==> src/rtl/registrador_pipeline.sv <==
// registrador_pipeline: elastic chain of DEPTH valid/ready register stages with flush and occupancy count
module registrador_pipeline #(
    parameter int DATA_WIDTH = 32,
    parameter int DEPTH      = 4
) (
    input  logic                         clk,
    input  logic                         reset,
    input  logic                         flush_i,
    input  logic                         valid_i,
    output logic                         ready_o,
    input  logic [DATA_WIDTH-1:0]        data_i,
    output logic                         valid_o,
    input  logic                         ready_i,
    output logic [DATA_WIDTH-1:0]        data_o,
    output logic [$clog2(DEPTH+1)-1:0]   count_o
);
    localparam int CW = $clog2(DEPTH+1);

    logic [DEPTH-1:0]      v_q, v_d, up_v;
    logic [DEPTH:0]        rdy;
    logic [DATA_WIDTH-1:0] d_q [DEPTH];
    logic [DATA_WIDTH-1:0] d_d [DEPTH];
    logic [DATA_WIDTH-1:0] up_d [DEPTH];

    // readiness ripples back from the consumer; each stage loads from upstream when ready, flush only clears valids
    always_comb begin
        rdy[DEPTH] = ready_i;
        for (int k = DEPTH - 1; k >= 0; k--)
            rdy[k] = ~v_q[k] | rdy[k+1];
        up_v[0] = valid_i;
        up_d[0] = data_i;
        for (int k = 1; k < DEPTH; k++) begin
            up_v[k] = v_q[k-1];
            up_d[k] = d_q[k-1];
        end
        for (int k = 0; k < DEPTH; k++) begin
            v_d[k] = flush_i ? 1'b0 : rdy[k] ? up_v[k] : v_q[k];
            d_d[k] = (!flush_i && rdy[k] && up_v[k]) ? up_d[k] : d_q[k];
        end
    end

    // stage registers, cleared asynchronously so in-flight words are discarded at once
    always_ff @(posedge clk or negedge reset) begin
        if (!reset) begin
            v_q <= '0;
            for (int k = 0; k < DEPTH; k++)
                d_q[k] <= '0;
        end else begin
            v_q <= v_d;
            d_q <= d_d;
        end
    end

    // occupancy is the popcount of the stage valid bits
    always_comb begin
        count_o = '0;
        for (int k = 0; k < DEPTH; k++)
            count_o = count_o + CW'(v_q[k]);
    end

    assign ready_o = rdy[0] & ~flush_i;
    assign valid_o = v_q[DEPTH-1] & ~flush_i;
    assign data_o  = d_q[DEPTH-1];
endmodule

==> config.mk <==
export PLATFORM = sky130hd
export DESIGN_NAME = registrador_pipeline
export DESIGN_NICKNAME = d
export VERILOG_FILES = /design/src/rtl/registrador_pipeline.sv
export SDC_FILE = /design/constraint.sdc
export NUM_CORES = 1
export LEC_CHECK = 0
export ABC_CLOCK_PERIOD_IN_PS = 2100
export CAP_MARGIN = 10
export CORE_MARGIN = 2
export CORE_UTILIZATION = 54
export CTS_CLUSTER_DIAMETER = 80
export DETAILED_ROUTE_END_ITERATION = 10
export PLACE_DENSITY = 0.87
export SYNTH_ARGS = -nofsm -noshare
export SYNTH_HDL_FRONTEND = slang
export SYNTH_SLANG_ARGS = --single-unit
export TNS_END_PERCENT = 5
==> constraint.sdc <==
create_clock -name clk -period 2.1 [get_ports clk]
set_input_delay 0.42 -clock clk [delete_from_list [all_inputs] [get_ports clk]]
set_output_delay 0.42 -clock clk [all_outputs]
set_load 0.01 [all_outputs]
---- Word-level counts from Yosys, hierarchy flattened ----
Cells that the tools add are included.
word-level totals
  bits in registers ....................... 132
  bits of input ports ..................... 37
  word-level logic and storage cells ...... 43
operators by class
  add/sub/neg operators ................... 3
  mux-type cells .......................... 8
  bitwise gates (word level) .............. 11
  reduce and logical (&&, ||, !) cells .... 13
operators by type and width
  cell                                    number
  1-bit logical AND                       8
  1-bit 2-to-1 mux                        8
  2-bit nonzero test                      4
  1-bit NOT                               5
  1-bit OR                                4
  2-bit by 1-bit adder with 3-bit output  1
  3-bit by 1-bit adder with 3-bit output  1
  1-bit by 1-bit adder with 2-bit output  1
  1-bit AND                               2
  1-bit logical NOT                       1

---- Depth between registers and ports, before layout ----
Gate-level depths: netlist of the first run.
  word-level depth ........................ 7
  gate-level depth with buffers ........... 5

---- Least setup slack after synthesis of the first run ----
No wires, ideal clock.
  path kind ............................... register to output
  from .................................... reg v_q[0]
  to ...................................... out count_o[1]
  arrival time ............................ 1464 ps
  required time ........................... 1680 ps
  slack ................................... 216 ps
  cell stages (with the launch flop) ...... 6
  path buffers ............................ 0
  cells stage by stage .................... dfrtp_1 inv_2 fa_1 inv_1 ha_1 ha_1
on the way
  word-level cells in the longest chain between the ends .. 3
ends and longest elaborated chain
  what                                    RTL line  source
  start, declared                         19        logic [DEPTH-1:0] v_q, v_d, up_v;
  start signal, assigned                  49        v_q <= v_d;
  1-bit by 1-bit adder with 2-bit output  58        count_o = count_o + CW'(v_q[k]);
  2-bit by 1-bit adder with 3-bit output  58
  3-bit by 1-bit adder with 3-bit output  58
  end, declared                           15        output logic [$clog2(DEPTH+1)-1:0] count_o
No other way between the ends.

---- Worst setup path after layout of the first run ----
  from .................................... reg v_q[1]
  to ...................................... out count_o[1]
The elaborated chain is that of the path after synthesis.

==> results of run 1 <==
what timing repair did:
action                                 in CTS  in global routing
hold buffers                                1                  0
setup buffers                               1                  0
gates resized for setup                    24                  3
endpoints found under the hold margin      41                  0
setup endpoints to repair                   5                  4
pin swaps                                   3                  1
path summary, 6_finish.rpt:
path / end / slack [ns] / cells after the start
worst max-delay path: count_o[1] / -0.33 / 6
worst min-delay path: v_q[0]$_DFFE_PN0P_ / 0.34 / 2
worst max register to register: d_q[82]$_DFFE_PN0P_ / 0.16 / 5
worst min register to register: data_o[30]$_DFFE_PN0P_ / 0.48 / 1
max in group asynchronous: data_o[29]$_DFFE_PN0P_ / 1.05 / 3
min in group asynchronous: d_q[121]$_DFFE_PN0P_ / 0.38 / 2
power by group:
group,leakage (uW),internal (uW),switching [uW]
clock,0.000305,1950,1060
sequential,0.00162,3300,413
combinational,0.00122,1090,514
per-stage QoR:
stage	instance area, sq um	setup slack, ns
after CTS	6780	-0.364
final	6780	-0.329
after detailed placement	6130	-0.252
after floorplan	5370	0.216
after global placement	6130	-0.232
after global routing	6780	-0.416
cells in the mapped netlist:
master    instances  share of area
a211o_1           1         0.0016
and4b_1           1         0.0019
ha_1              2         0.0047
mux2_4           30          0.084
buf_4            32          0.045
or3b_1            1         0.0016
nor2_1            7         0.0049
fa_1              1         0.0037
mux2_1           32          0.067
buf_2             9         0.0084
dfrtp_1         132           0.62
or3_1             1         0.0012
inv_2             1        0.00070
mux2_2           66           0.14
inv_1             4         0.0028
buf_6             6          0.013
nand2b_1          1         0.0012
a21oi_1           4         0.0037
nor2b_1           1         0.0012
cells by family (layout without fill, tap and decap cells):
logic type      count (synthesis)  after routing
fa+ha+maj                       3              3
mux                           128            128
compound gates                  5              5
buf+inv                        52            128
flops                         132            132
simple gates                   12             12
layout make-up:
class	count	area share
well taps	133	0.0245
clock inverters	13	0.0266
repair buffers	92	0.140
flip-flops and latches	132	0.487
multi-input cells	148	0.256
inverters	5	0.00277
clock buffers	18	0.0631
per-layer routing:
metal,part of all wire,global-route usage,up-vias
li1,-,-,1246
met1,0.44,0.239,1394
met2,0.50,0.306,56
met3,0.039,0.0541,15
met4,0.020,0.0859,0
met5,0,0,-
flip-flops by register name (all words and copies together) (netlist names):
name and cells:
v_q 4, d_q 96, data_o 32
==> reports/qor.txt, run 1 <==
Max VDD drop - 0.000604 V
Final ANT Viol Nets - 0
clock skew - 0.00867 ns
largest family of logic cells by synthesized area - multiplexers
detailed placer's ending HPWL - 5830 um
most common cell type on the critical path - ha_4
Total GRT Usage - 0.189
mux cell area share after synthesis - 0.290
synthesized area - 5370 sq um
Tmin final - 2.43 ns
Worst-path clk slew - 0.06 ns
Final Worst Setup Slack - -0.329 ns
Avg Cell Area, Syn - 16.2 sq um
Crit Path Class - reg2out
WHS - 0.338 ns
slowest stage cell, crit path - fa_1
fin crit share - 1.16
synthesized instance count - 332
most frequent cells in the layout - 132 x dfrtp_1, 67 x clkdlybuf4s50_1, 66 x mux2_2
# setup viols final - 3
Seq/Total Area, Yosys - 0.616
Fillers - 651
worst slew pin tran - 0.396 ns
die footprint - 10,800 sq um
flops & latches, synth - 132
Adder-Cell Fraction of Synth Area - 0.00839
TritonCTS buffer count - 17
Final Instance Count excl. Fillers - 541
H-tree depth - 4
startpoint types - flip-flop
total gr overflow - 0
final hold violation count - 0
largest net degree at the start of global routing - 48
hold path startpoint - flush_i
Synth Area in XOR/XNOR - 0
Max Fanout on Critical Path - 2
post-synthesis net count - 372
Tot Pwr - 8330 uW
IO buf count - 73
Vias/cell - 5.01
Root Driver - clkbuf_8
average wire per standard cell - 16.6 um
CP required - 1.68 ns
antenna violations before repair - 0
post-layout util - 0.697
outcome - finished, violations left
vias in the first global route - 2,990
CP Launch Point - v_q[1]$_DFFE_PN0P_
area of the multi-input gates - 1730 sq um
Yosys cell types - 19
worst path arrival time - 2.01 ns
compound-gate portion of the synthesized area - 0.00536
Initial DRC Count - 82
RSZ-0062 raised after global routing - true
critical path's largest stage delay - 0.52 ns
most common cell after layout, fill and taps aside - dfrtp_1
Max Buffers Root-to-Sink - 2
row cnt - 36
Die Ht - 104 um
Final TNS setup - -0.760 ns
ant diodes - 0
crit end category - output pin
number of placed instances with taps included - 508
gpl congestion - 0.786
first-pass GRT wire length - 15,600 um
CTS tree - done
worst hold path class - in2reg
Worst R2R Start - v_q[1]$_DFFE_PN0P_
CTS sink cnt - 132
DR pass1 iterations - 4
failing checks - negative setup slack
Top delay family on crit path - adder cells
relative max-transition margin - 0.736
FMAX - 412 MHz
fraction of layout cells with a size suffix above 1 - 0.392
max_cap viols - 0
CP Cell Sequence - inv_1, fa_1, inv_2, ha_4, ha_4, buf_6
fin nets - 436
Detailed Route WL - 8960 um
P&R area growth vs syn - 26.3%
leakage power - 0.00314 uW
Clk Latency, worst-skew pair - 0.51 ns
Register Area - 3300 sq um
Ys Warns - 0
worst path bufs/invs - 3
Vias - 2,711
post-synthesis simple-gate area fraction - 0.0119
DRC Markers - 0
Die W - 104 um
IO Pins - 74
area of the core - 9730 sq um
pins over their slew limit - 0
Starting Density - 0.552
Power Density - 1230 nW/um^2
No activity file was read; power rests on OpenSTA's default activity.
==> inputs of run 2 (changes only) <==
Settings changed: SLEW_MARGIN set to 30.
==> results of run 2 <==
The final DEF is identical to that of run 1; final timing and power are the same.
